==> src/rtl/dense2_mac_layer_if.sv <==
// rtl/dense2_mac_layer_if.sv - control, feature/weight/bias read and result write bus of the dense layer
interface dense2_mac_layer_if #(
    parameter int WIDTH = 16
);
    logic             layer_en_i;
    logic             busy_o;
    logic             layer_done_o;
    logic [15:0]      data_from_buf_addr_o;
    logic [WIDTH-1:0] data_from_buf_i;
    logic [15:0]      weight_addr_o;
    logic [WIDTH-1:0] weight_i;
    logic [7:0]       bias_addr_o;
    logic [WIDTH-1:0] bias_i;
    logic [WIDTH-1:0] data_to_buf_o;
    logic [7:0]       data_to_buf_addr_o;
    logic             data_to_buf_we_o;

    // the layer engine side
    modport master (
        input  layer_en_i,
        input  data_from_buf_i,
        input  weight_i,
        input  bias_i,
        output busy_o,
        output layer_done_o,
        output data_from_buf_addr_o,
        output weight_addr_o,
        output bias_addr_o,
        output data_to_buf_o,
        output data_to_buf_addr_o,
        output data_to_buf_we_o
    );

    // the buffer / ROM / controller side
    modport slave (
        output layer_en_i,
        output data_from_buf_i,
        output weight_i,
        output bias_i,
        input  busy_o,
        input  layer_done_o,
        input  data_from_buf_addr_o,
        input  weight_addr_o,
        input  bias_addr_o,
        input  data_to_buf_o,
        input  data_to_buf_addr_o,
        input  data_to_buf_we_o
    );
endinterface

==> src/rtl/dense2_mac_layer.sv <==
// rtl/dense2_mac_layer.sv - sequential fully-connected layer, one MAC per cycle; optional DENSE2_RELU_EN clamps negative results to zero
module dense2_mac_layer #(
    parameter int WIDTH   = 16,
    parameter int FRAC    = 8,
    parameter int IN_LEN  = 120,
    parameter int OUT_LEN = 10
) (
    input  logic clk,
    input  logic rst,
    dense2_mac_layer_if.master bus
);
    localparam int ACC_W = 2*WIDTH + 8;
    localparam int SUM_W = ACC_W + 1;

    typedef enum logic [2:0] {
        S_IDLE,
        S_MAC,
        S_DRAIN,
        S_WRITE,
        S_DONE
    } state_t;

    state_t                   r_state;
    logic [15:0]              r_i;
    logic [7:0]               r_j;
    logic [15:0]              r_waddr;
    logic signed [ACC_W-1:0]  r_acc;
    logic                     r_pend;
    logic                     r_busy;
    logic                     r_done;
    logic                     r_we;
    logic [WIDTH-1:0]         r_dout;

    logic signed [2*WIDTH-1:0] w_prod;
    logic signed [ACC_W-1:0]   w_acc_next;
    logic signed [SUM_W-1:0]   w_bias_sh;
    logic signed [SUM_W-1:0]   w_sum;
    logic signed [SUM_W-1:0]   w_shift;
    logic [SUM_W-WIDTH:0]      w_hi;
    logic [WIDTH-1:0]          w_sat;
    logic [WIDTH-1:0]          w_result;

    // Product of the pair issued last cycle; r_pend marks that it is real.
    assign w_prod     = $signed(bus.data_from_buf_i) * $signed(bus.weight_i);
    assign w_acc_next = r_pend ? (r_acc + {{(ACC_W-2*WIDTH){w_prod[2*WIDTH-1]}}, w_prod}) : r_acc;

    // The result is formed from the accumulator value that includes the final
    // product (absorbed in DRAIN), so it can be registered into WRITE.
    assign w_bias_sh = {{(SUM_W-WIDTH-FRAC){bus.bias_i[WIDTH-1]}}, bus.bias_i, {FRAC{1'b0}}};
    assign w_sum     = {w_acc_next[ACC_W-1], w_acc_next} + w_bias_sh;
    assign w_shift   = w_sum >>> FRAC;
    assign w_hi      = w_shift[SUM_W-1:WIDTH-1];

    // Clamp to the signed WIDTH range when the upper bits are not a pure sign extension
    always_comb begin
        w_sat = w_shift[WIDTH-1:0];
        if (!((&w_hi) || !(|w_hi))) begin
            w_sat = w_shift[SUM_W-1] ? {1'b1, {(WIDTH-1){1'b0}}} : {1'b0, {(WIDTH-1){1'b1}}};
        end
    end

    // Optional rectification of the saturated result
    always_comb begin
        w_result = w_sat;
`ifdef DENSE2_RELU_EN
        if (w_sat[WIDTH-1]) begin
            w_result = '0;
        end
`else
        w_result = w_sat;
`endif
    end

    // Layer sequencer: address generation, accumulation and registered outputs
    always_ff @(posedge clk or posedge rst) begin
        if (rst) begin
            r_state <= S_IDLE;
            r_i     <= '0;
            r_j     <= '0;
            r_waddr <= '0;
            r_acc   <= '0;
            r_pend  <= 1'b0;
            r_busy  <= 1'b0;
            r_done  <= 1'b0;
            r_we    <= 1'b0;
            r_dout  <= '0;
        end else begin
            r_acc  <= w_acc_next;
            r_pend <= 1'b0;
            r_we   <= 1'b0;
            r_done <= 1'b0;
            case (r_state)
                S_IDLE: begin
                    if (bus.layer_en_i) begin
                        r_state <= S_MAC;
                        r_i     <= '0;
                        r_j     <= '0;
                        r_waddr <= '0;
                        r_acc   <= '0;
                        r_busy  <= 1'b1;
                    end
                end
                S_MAC: begin
                    r_pend <= 1'b1;
                    if (r_i == 16'(IN_LEN-1)) begin
                        r_state <= S_DRAIN;
                    end else begin
                        r_i     <= r_i + 16'd1;
                        r_waddr <= r_waddr + 16'd1;
                    end
                end
                S_DRAIN: begin
                    r_state <= S_WRITE;
                    r_we    <= 1'b1;
                    r_dout  <= w_result;
                end
                S_WRITE: begin
                    if (r_j == 8'(OUT_LEN-1)) begin
                        r_state <= S_DONE;
                        r_done  <= 1'b1;
                    end else begin
                        r_state <= S_MAC;
                        r_j     <= r_j + 8'd1;
                        r_i     <= '0;
                        r_waddr <= r_waddr + 16'd1;
                        r_acc   <= '0;
                    end
                end
                S_DONE: begin
                    r_state <= S_IDLE;
                    r_busy  <= 1'b0;
                    r_i     <= '0;
                    r_j     <= '0;
                    r_waddr <= '0;
                end
                default: begin
                    r_state <= S_IDLE;
                    r_busy  <= 1'b0;
                end
            endcase
        end
    end

    assign bus.busy_o               = r_busy;
    assign bus.layer_done_o         = r_done;
    assign bus.data_from_buf_addr_o = r_i;
    assign bus.weight_addr_o        = r_waddr;
    assign bus.bias_addr_o          = r_j;
    assign bus.data_to_buf_o        = r_dout;
    assign bus.data_to_buf_addr_o   = r_j;
    assign bus.data_to_buf_we_o     = r_we;
endmodule

==> src/flat_wrapper.sv <==
// flat-port wrapper written by rule: the top's interface ports become plain ports
module dense2_mac_layer_flat 
#(
    parameter int WIDTH   = 16,
    parameter int FRAC    = 8,
    parameter int IN_LEN  = 120,
    parameter int OUT_LEN = 10
)
  (clk, rst, bus_layer_en_i, bus_data_from_buf_i, bus_weight_i, bus_bias_i, bus_busy_o, bus_layer_done_o, bus_data_from_buf_addr_o, bus_weight_addr_o, bus_bias_addr_o, bus_data_to_buf_o, bus_data_to_buf_addr_o, bus_data_to_buf_we_o);
  dense2_mac_layer_if #(.WIDTH(WIDTH)) bus_i ();
  input  logic clk;
  input  logic rst;
  input wire logic [$bits(bus_i.layer_en_i)-1:0] bus_layer_en_i;
  input wire logic [$bits(bus_i.data_from_buf_i)-1:0] bus_data_from_buf_i;
  input wire logic [$bits(bus_i.weight_i)-1:0] bus_weight_i;
  input wire logic [$bits(bus_i.bias_i)-1:0] bus_bias_i;
  output wire logic [$bits(bus_i.busy_o)-1:0] bus_busy_o;
  output wire logic [$bits(bus_i.layer_done_o)-1:0] bus_layer_done_o;
  output wire logic [$bits(bus_i.data_from_buf_addr_o)-1:0] bus_data_from_buf_addr_o;
  output wire logic [$bits(bus_i.weight_addr_o)-1:0] bus_weight_addr_o;
  output wire logic [$bits(bus_i.bias_addr_o)-1:0] bus_bias_addr_o;
  output wire logic [$bits(bus_i.data_to_buf_o)-1:0] bus_data_to_buf_o;
  output wire logic [$bits(bus_i.data_to_buf_addr_o)-1:0] bus_data_to_buf_addr_o;
  output wire logic [$bits(bus_i.data_to_buf_we_o)-1:0] bus_data_to_buf_we_o;
  assign bus_i.layer_en_i = bus_layer_en_i;
  assign bus_i.data_from_buf_i = bus_data_from_buf_i;
  assign bus_i.weight_i = bus_weight_i;
  assign bus_i.bias_i = bus_bias_i;
  assign bus_busy_o = bus_i.busy_o;
  assign bus_layer_done_o = bus_i.layer_done_o;
  assign bus_data_from_buf_addr_o = bus_i.data_from_buf_addr_o;
  assign bus_weight_addr_o = bus_i.weight_addr_o;
  assign bus_bias_addr_o = bus_i.bias_addr_o;
  assign bus_data_to_buf_o = bus_i.data_to_buf_o;
  assign bus_data_to_buf_addr_o = bus_i.data_to_buf_addr_o;
  assign bus_data_to_buf_we_o = bus_i.data_to_buf_we_o;
  dense2_mac_layer #(.WIDTH(WIDTH), .FRAC(FRAC), .IN_LEN(IN_LEN), .OUT_LEN(OUT_LEN)) u_core (.clk(clk), .rst(rst), .bus(bus_i));
endmodule
==> config.mk <==
export PLATFORM = sky130hd
export DESIGN_NAME = dense2_mac_layer_flat
export DESIGN_NICKNAME = d
export VERILOG_FILES = /design/src/rtl/dense2_mac_layer_if.sv /design/src/rtl/dense2_mac_layer.sv /design/src/flat_wrapper.sv
export SDC_FILE = /design/constraint.sdc
export NUM_CORES = 1
export LEC_CHECK = 0
export ABC_AREA = 0
export CAP_MARGIN = 15
export CORE_ASPECT_RATIO = 1.5
export CORE_MARGIN = 2
export CORE_UTILIZATION = 50
export CTS_CLUSTER_SIZE = 28
export DETAILED_ROUTE_END_ITERATION = 12
export PLACE_DENSITY_LB_ADDON = 0.3
export SYNTH_ARGS = -nofsm -noshare
export SYNTH_HDL_FRONTEND = slang
export SYNTH_SLANG_ARGS = --single-unit
==> constraint.sdc <==
create_clock -name clk -period 5.6 [get_ports clk]
set_clock_uncertainty 0.1 [all_clocks]
set_input_delay 0.56 -clock clk [delete_from_list [all_inputs] [get_ports clk]]
set_output_delay 0.56 -clock clk [all_outputs]
set_load 0.05 [all_outputs]
Word level (Yosys, flattened, before mapping)
Index checks and enable logic that the tools add are counted.
{ "word_totals": {"ff_bits": 103, "inputBits": 51, "output_inout_bits": 67, "elab_cells": 65} }
{ "op_classes": {"n_addsub": 5, "multipliers": 1, "n_eq_ne": 10, "n_mux": 26, "bitwise": 1, "n_reduce_logical": 12} }
{ "ops": {"columns": ["cell", "n"], "rows": [
  ["one-hot mux 16 bit (4 select lines)", 2],
  ["2-to-1 mux 40 bit", 3],
  ["2-to-1 mux 16 bit", 7],
  ["one-hot mux 40 bit (2 select lines)", 1],
  ["adder 40 x 24 -> 41 bit", 1],
  ["adder 40 bit", 1],
  ["adder 16 x 1 -> 16 bit (second input constant)", 2],
  ["multiplier 16 x 16 -> 32 bit", 1],
  ["one-hot mux 8 bit (3 select lines)", 1],
  ["AND reduction 18 bit", 1],
  ["OR reduction 18 bit", 1],
  ["== test 16 x 7 -> 1 bit (second input constant)", 1],
  ["2-to-1 mux 8 bit", 2],
  ["one-hot mux 3 bit (4 select lines)", 1],
  ["2-to-1 mux 3 bit", 3],
  ["adder 8 x 1 -> 8 bit (second input constant)", 1],
  ["== test 8 x 4 -> 1 bit (second input constant)", 1],
  ["== test 3 x 2 -> 1 bit (second input constant)", 2],
  ["!= test 2 bit (second input constant)", 3],
  ["2-to-1 mux 1 bit", 5],
  ["AND reduction 2 bit", 2],
  ["AND reduction 4 bit", 1],
  ["nonzero test 4 bit", 1],
  ["== test 3 x 1 -> 1 bit (second input constant)", 1],
  ["10 further kinds", 10]
]} }

Logic depth before layout (Yosys ltp)
Gate-level depths: netlist (run 1).
{ "logic_depth": {"ltp_word": 8, "depth_mapped": 48, "ltp_nobuf": 46} }

Least setup slack after synthesis (run 1)
No wires, ideal clock.
{ "synth_path": {"path_kind": "input -> register", "start": "input bus_weight_i[1]", "end": "register u_core.r_dout[10], in the netlist u_core.bus.data_to_buf_o[10]", "t_arrival_ns": 10.375, "path_slack_ns": -5.009, "cell_stages": 43, "n_path_buf": 2, "cell_sequence": "clkbuf_1 > nand2_1 > inv_1 > fa_1 > inv_1 > fa_1 > inv_1 > fa_1 > fa_1 > fa_1 > fa_1 > ha_1 > inv_1 > a21oi_1 > a311o_1 > a221o_1 > a21oi_1 > a211oi_1 > (+7 left out) > a21oi_1 > nor2_1 > a211oi_1 > o2111ai_1 > nand2_1 > xor2_1 > ha_1 > nand2b_1 > a211oi_1 > a21oi_1 > nor2b_1 > a211o_1 > or4_1 > nor4_1 > a41oi_1 > clkbuf_1 > a21oi_1 > o31ai_1"} }
{ "synth_between": {"elab_chain_len": 8} }
{ "synth_lines": {"columns": ["element", "line", "rtl"], "rows": [
  ["start: declaration", "flat_wrapper.sv:15", "input wire logic [$bits(bus_i.weight_i)-1:0] bus_weight_i;"],
  ["multiplier 16 x 16 -> 32 bit *", "dense2_mac_layer.sv:44", "assign w_prod = $signed(bus.data_from_buf_i) * $signed(bus.weight_i);"],
  ["adder 40 bit *", "dense2_mac_layer.sv:45", "assign w_acc_next = r_pend ? (r_acc + {{(ACC_W-2*WIDTH){w_prod[2*WIDTH-1]}}, w_prod}) : r_acc;"],
  ["2-to-1 mux 40 bit *", "dense2_mac_layer.sv:45", null],
  ["adder 40 x 24 -> 41 bit *", "dense2_mac_layer.sv:50", "assign w_sum = {w_acc_next[ACC_W-1], w_acc_next} + w_bias_sh;"],
  ["OR reduction 18 bit", "dense2_mac_layer.sv:57", "if (!((&w_hi) || !(|w_hi))) begin"],
  ["logical NOT 1 bit", "dense2_mac_layer.sv:57", null],
  ["logical OR 1 bit", "dense2_mac_layer.sv:57", null],
  ["2-to-1 mux 16 bit *", "dense2_mac_layer.sv:57", null],
  ["end signal: assignment", "dense2_mac_layer.sv:115", "r_dout <= w_result;"],
  ["end: declaration", "dense2_mac_layer.sv:32", "logic [WIDTH-1:0] r_dout;"]
]} }
Every way passes the cells marked *; elsewhere a longest branch is shown, timed or not.
A chain may end at the register's enable or synchronous reset.

Worst setup path after layout (run 1)
{ "layout_path": {"start": "input bus_weight_i[6]", "end": "register u_core.r_dout[12], in the netlist u_core.bus.data_to_buf_o[12]"} }
Same word-level chain as after synthesis.

==> results.cfg, run 1 <==
[outcome]
status = finished with violations
violations = setup timing

[timing]
hold_violations = 0
setup_violations = 48
tightest_slew_ns = 0.960
max_freq_mhz = 94.6
min_period_ns = 10.58
layout_setup_ws_ns = -4.98
fin_crit_sh_pct = 189
slew_headroom_pct = 36.0
rsz0062_at_grt = true
drv_slew = 0

[cts]
clkLatencyLatePin_ns = 0.37
cts.clk_slew.worst_paths_ns = 0.08
numCtsBuffers = 9
ctsHoldBuffers = 0
root_buffer = clkbuf_16
cts_tree = built
h-tree-depth = 3
cts.sinks = 103
cts_max_path_buffers = 2

[synth]
yosys_warnings = 0
ys_seq_area_share_pct = 13.7
synth_edf_count = 0
ys.flop_type = dfrtp_1
syn_area_um2 = 18800
synthArstFlopShare_pct = 100
synthCells = 2172
ys_seq_elements = 103
yosysUniqueCellTypes = 78
synth_area_per_cell_um2 = 8.65
syn-num-nets = 2644

[layout]
multi_input_area_um2 = 16800
final_cell_mix = buf_4 (467), inv_1 (292), fa_1 (239)
sequential_cell_area_um2 = 2580
final_common_cell = buf_4
finalNonFillerCells = 3283
fillers = 2511
final_nets = 3261
drive_gt1_share_pct = 36.8
area_delta_synth_final_pct = 45.7
antennaDiodeCount = 0

[grt]
grt_pass1_vias = 19900
grt_antenna_before_repair = 0
grt_overflow = 0
grt_max_degree = 76
grt_pass1_wl_mm = 95.7
track_usage_pct = 30.4

[drt]
drcViolationCount = 0
drt_pass1_iterations = 8
routed_wl_mm = 62.4
wl_per_cell_um = 19.0
ant_nets = 0
dr.first_iter.drc_count = 910
vias = 18400
viasPerCell = 5.60

[setup_path]
crit_top_cell = fa_1
slowest_delay_ns = 0.57
cp-start-kind = primary input
worst_ep_arrival_time_ns = 10.70
endpoint_kind = flop
path_class = primary input to flop
r2r_slack_ns = -0.62
slowest_stage = fa_1
cp_max_fo = 7
worst-endpoint-required_ns = 5.73

[floorplanning]
boundaryPins = 118
die_w_um = 162
die-area_um2 = 39200
start_util_pct = 50.3
row_count = 87
core_um2 = 37300
die_h_um = 241

[placed_design]
dp.cells = 3137
post-dp-hpwl_mm = 43.8
gp_congestion = 0.936
port_buffers = 117

[hold_path]
hp-class = flop to flop

[flow_run]
drv_cap = 0
## registers in the layout (all words and copies together), names as in the netlist
signal	cells
u_core.bus.data_to_buf_we_o	1
u_core.bus.busy_o	1
u_core.bus.bias_addr_o	8
u_core.r_pend	1
u_core.r_state	3
u_core.bus.data_from_buf_addr_o	16
u_core.bus.weight_addr_o	16
u_core.bus.layer_done_o	1
u_core.r_acc	40
u_core.bus.data_to_buf_o	16
## stage by stage
| stage | cell area (um2) | util, % | worst slack, ns | setup TNS (ns) | hold WS (ns) |
|---|---|---|---|---|---|
| 2_1_floorplan | 19600 | - | -4.16 | -104.04 | 0.390 |
| 6_report | 27400 | 73.4 | -4.98 | -134.72 | 0.400 |
| 3_3_place_gp | 24200 | 64.8 | -5.70 | -163.19 | 0.383 |
| 5_1_grt | 27400 | 73.4 | -5.30 | -147.14 | 0.424 |
| 3_5_place_dp | 24200 | 64.8 | -5.84 | -168.74 | 0.382 |
| 4_1_cts | 26300 | 70.4 | -4.64 | -122.62 | 0.404 |
## cell usage after synthesis (7+ instances only)
library cell / n / share of area (%)
a21oi_1: 110 / 2.9
o31ai_1: 19 / 0.76
buf_2: 11 / 0.29
dfrtp_1: 103 / 14
mux2i_1: 11 / 0.59
nor3_1: 26 / 0.69
a221oi_1: 7 / 0.33
nand2b_1: 15 / 0.50
and2_1: 150 / 5.0
xnor2_1: 56 / 2.6
nor2_1: 118 / 2.4
nor4_1: 8 / 0.27
ha_1: 157 / 10
nand3_1: 44 / 1.2
inv_1: 341 / 6.8
nand2_1: 235 / 4.7
o21a_1: 17 / 0.68
xor2_1: 53 / 2.5
mux2_2: 16 / 0.96
a31oi_1: 15 / 0.50
a21o_1: 38 / 1.5
nand3b_1: 9 / 0.36
fa_1: 264 / 28
o21ai_0: 65 / 1.7
a211oi_1: 15 / 0.60
o21bai_1: 11 / 0.44
nor2b_1: 19 / 0.63
or2_2: 7 / 0.23
or3_1: 15 / 0.50
buf_4: 9 / 0.36
and3_1: 24 / 0.80
clkbuf_1: 54 / 1.1
o211ai_1: 11 / 0.44
nand4_1: 22 / 0.73
## logic make-up after synthesis
group / Yosys count / synth area share (%)
flops: 103 / 13.7
mux: 27 / 1.54
simple gates: 718 / 19.2
fa+ha+maj: 421 / 38.6
compound gates: 377 / 13.3
buf+inv: 417 / 8.62
xor+xnor: 109 / 5.08
## routing by layer
layer  vias to the layer above  GRT usage [%]  part of all wire, %
met2                       632           57.8                   54
li1                       8340              -                    -
met1                      9136           32.6                   36
met5                         -              0                    0
met4                         0           16.7                  6.0
met3                       272           3.48                  4.0
## final timing paths
check,start,end,cells after the start
setup / recovery,bus_weight_i[6],u_core.bus.data_to_buf_o[12]$_DFFE_PP0P_,48
min in group asynchronous,rst,u_core.r_acc[0]$_DFF_PP0_,2
hold / removal,u_core.bus.data_to_buf_o[15]$_DFFE_PP0P_,u_core.bus.data_to_buf_o[15]$_DFFE_PP0P_,2
setup reg to reg,u_core.r_acc[0]$_DFF_PP0_,u_core.bus.data_to_buf_o[12]$_DFFE_PP0P_,27
max in group asynchronous,rst,u_core.r_acc[39]$_DFF_PP0_,3
hold reg to reg,u_core.bus.data_to_buf_o[15]$_DFFE_PP0P_,u_core.bus.data_to_buf_o[15]$_DFFE_PP0P_,2
## timing repair
action                                  CTS  global route
endpoints found under the setup margin   49            48
cloned                                    7             1
setup buffers                            86            45
gates resized for setup                 392           208
pin swaps                               159           175
## critical path, delay by kind of cell
kind                       cells  cell delay, ns
xor gates and xnor gates       2            0.32
adders and majority gates      9            3.97
and+or+nand+nor                7            1.39
buffers and inverters         12            1.35
AOI/OAI and AO/OA             18            3.10
## area by class of cell
cell class | instances | share of cell area, %
repair buffers | 682 | 21.2
flip-flops and latches | 103 | 9.41
inverters | 341 | 4.72
clock inverters | 7 | 0.297
well taps | 489 | 2.23
clock buffers | 9 | 0.822
multi-input cells | 1652 | 61.4
Power of run 1 is left out: the tool's default activity adds up to more than one toggle a clock period on the data nets, which glitch-free logic cannot reach.
==> inputs of run 2 (changes only) <==
--- a/config.mk
+++ b/config.mk
@@ -12,6 +12,7 @@
 export CORE_UTILIZATION = 50
 export CTS_CLUSTER_SIZE = 28
 export DETAILED_ROUTE_END_ITERATION = 12
+export MAX_ROUTING_LAYER = met4
 export PLACE_DENSITY_LB_ADDON = 0.3
 export SYNTH_ARGS = -nofsm -noshare
 export SYNTH_HDL_FRONTEND = slang
==> run 2 against run 1 <==
Net effect: the flow still finishes with violations (setup timing); setup slack improved by 0.22 ns; hold slack got worse by 0.0010 ns; register-to-register slack barely moved; routed wire length fell by 8.3%; flip-flop and latch count did not move; utilization fell by 1.0 points; die area did not move; sequential share of layout area rose by 0.14 points; count of clock-buffer cells in the layout did not move; non-clock buffer count fell by 24; maximum frequency rose by 2.1%.
==> results.cfg, run 2 (same netlist as run 1, synthesis figures left out) <==
[timing]
tightest_slew_ns = 0.860
fin_crit_sh_pct = 185
setup_violations = 48
rsz0062_at_grt = true
max_freq_mhz = 96.6
slew_headroom_pct = 42.5
min_period_ns = 10.36
hold_violations = 0
layout_setup_ws_ns = -4.76
whs_ns = 0.399
drv_slew = 0

[hold_path]
min_path_cells = 2
min-delay-start = u_core.bus.data_to_buf_o[12]$_DFFE_PP0P_
hp-class = flop to flop
holdPathEnd = u_core.bus.data_to_buf_o[12]$_DFFE_PP0P_

[setup_path]
cp_num_buf_inv = 12
cp_max_fo = 13
cp-start-kind = primary input
path_class = primary input to flop
endpoint_kind = flop
r2r_slack_ns = -0.61
r2r_end = u_core.bus.data_to_buf_o[11]$_DFFE_PP0P_
slowest_delay_ns = 0.51
worst-endpoint-required_ns = 5.72
cp_top_family = adder cells
worst_ep_arrival_time_ns = 10.48
r2r_start = u_core.r_acc[0]$_DFF_PP0_
slowest_stage = fa_1
r2r_cells = 26
crit_top_cell = fa_1

[floorplanning]
die_h_um = 241
boundaryPins = 118
die-area_um2 = 39200
row_count = 87
die_w_um = 162
start_util_pct = 50.3
core_um2 = 37300

[layout]
antennaDiodeCount = 0
drive_gt1_share_pct = 34.3
final_common_cell = buf_4
final_nets = 3237
top_register = u_core.r_acc
finalNonFillerCells = 3259
final_cell_mix = buf_4 (465), inv_1 (311), fa_1 (253)
largest_reg_flops = 40
area_delta_synth_final_pct = 43.7
fillers = 2625

[grt]
grt_max_degree = 58
grt_overflow = 0
grt_pass1_vias = 19500
grt_pass1_wl_mm = 93.6
track_usage_pct = 30.4
grt_antenna_before_repair = 0

[cts]
numCtsBuffers = 9
root_buffer = clkbuf_16
cts_max_path_buffers = 2
cts.sinks = 103
h-tree-depth = 3
ctsHoldBuffers = 0
clkLatencyLatePin_ns = 0.37
cts_tree = built
cts.clk_slew.worst_paths_ns = 0.08

[drt]
routed_wl_mm = 57.3
vias = 17900
wl_per_cell_um = 17.6
drcViolationCount = 0
ant_nets = 0
viasPerCell = 5.50
dr.first_iter.drc_count = 707
drt_pass1_iterations = 5

[flow_run]
drv_cap = 0

[placed_design]
dp.cells = 3141
port_buffers = 117
post-dp-hpwl_mm = 43.7
gp_congestion = 0.949

[outcome]
violations = setup timing
status = finished with violations
run 2: cell count changes in the layout (fill, tap and decap cells not counted), sizes merged:
cell	before	now
clkdlybuf4s15	7	5
clkinvlp	0	1
clkbuf	9	15
bufinv	0	1
dlygate4sd2	0	5
inv	346	344
buf	589	556
run 2: stage by stage:
step | TNS (ns) | setup WS [ns] | area [um2] | utilization [%]
2_1_floorplan | -104.04 | -4.16 | 19600 | -
3_3_place_gp | -163.30 | -5.84 | 24200 | 64.8
3_5_place_dp | -166.73 | -5.91 | 24200 | 64.8
4_1_cts | -124.43 | -4.64 | 26300 | 70.6
5_1_grt | -141.52 | -5.10 | 27000 | 72.3
6_report | -129.74 | -4.76 | 27000 | 72.3
run 2: timing repair:
item                       CTS  global route
setup endpoints to repair   48            49
pin swaps                  152            90
resized for setup          341           144
buffers inserted            79            20
cloned                      10             0
run 2: layout make-up:
class,count,area (um2),area share [%]
clock buffer,9,225,0.834
inverter,341,1290,4.79
clock inverter,7,95.1,0.352
tap,489,612,2.27
timing repair buffer,658,5560,20.6
multi-input combinational,1652,16600,61.6
sequential,103,2580,9.55
run 2: worst max-delay path by stage:
stage	from	to	slack (ns)	depth (start not counted)
detailed placement	bus_weight_i[7]	u_core.bus.data_to_buf_o[11]$_DFFE_PP0P_	-5.91	44
floorplan	bus_data_from_buf_i[15]	u_core.bus.data_to_buf_o[10]$_DFFE_PP0P_	-4.16	43
global route	bus_data_from_buf_i[13]	u_core.bus.data_to_buf_o[14]$_DFFE_PP0P_	-5.10	47
finish	bus_data_from_buf_i[13]	u_core.bus.data_to_buf_o[4]$_DFFE_PP0P_	-4.76	45
CTS	bus_weight_i[2]	u_core.bus.data_to_buf_o[8]$_DFFE_PP0P_	-4.64	48
global placement	bus_data_from_buf_i[7]	u_core.bus.data_to_buf_o[12]$_DFFE_PP0P_	-5.84	45
run 2: worst register-to-register path, stage by stage, from the launching register on:
cell,delay [ns]
dfrtp_1,0.39
ha_1,0.21
inv_1,0.07
fa_1,0.19
nor2b_1,0.07
o31a_1,0.28
o221a_4,0.23
o211ai_1,0.46
a21boi_4,0.11
o2111a_1,0.26
o31a_1,0.31
nor4b_2,0.26
a21oi_1,0.09
nand3_1,0.15
ha_1,0.30
a21oi_1,0.22
nand2_1,0.09
o21ai_0,0.43
nand4b_1,0.22
a221o_1,0.40
xor2_2,0.24
nand4_1,0.14
nor4_2,0.28
buf_4,0.17
a21boi_4,0.08
buf_12,0.16
o31ai_2,0.22
run 2: routing by layer:
| layer | GRT usage (%) | up-vias | routed length, um |
|---|---|---|---|
| met5 | - | - | 0 |
| met4 | 13.4 | 0 | 2970 |
| met3 | 2.98 | 231 | 1980 |
| met2 | 56.8 | 517 | 31100 |
| met1 | 32.5 | 8856 | 21200 |
| li1 | - | 8324 | - |
Power of run 2 is left out for the same reason.
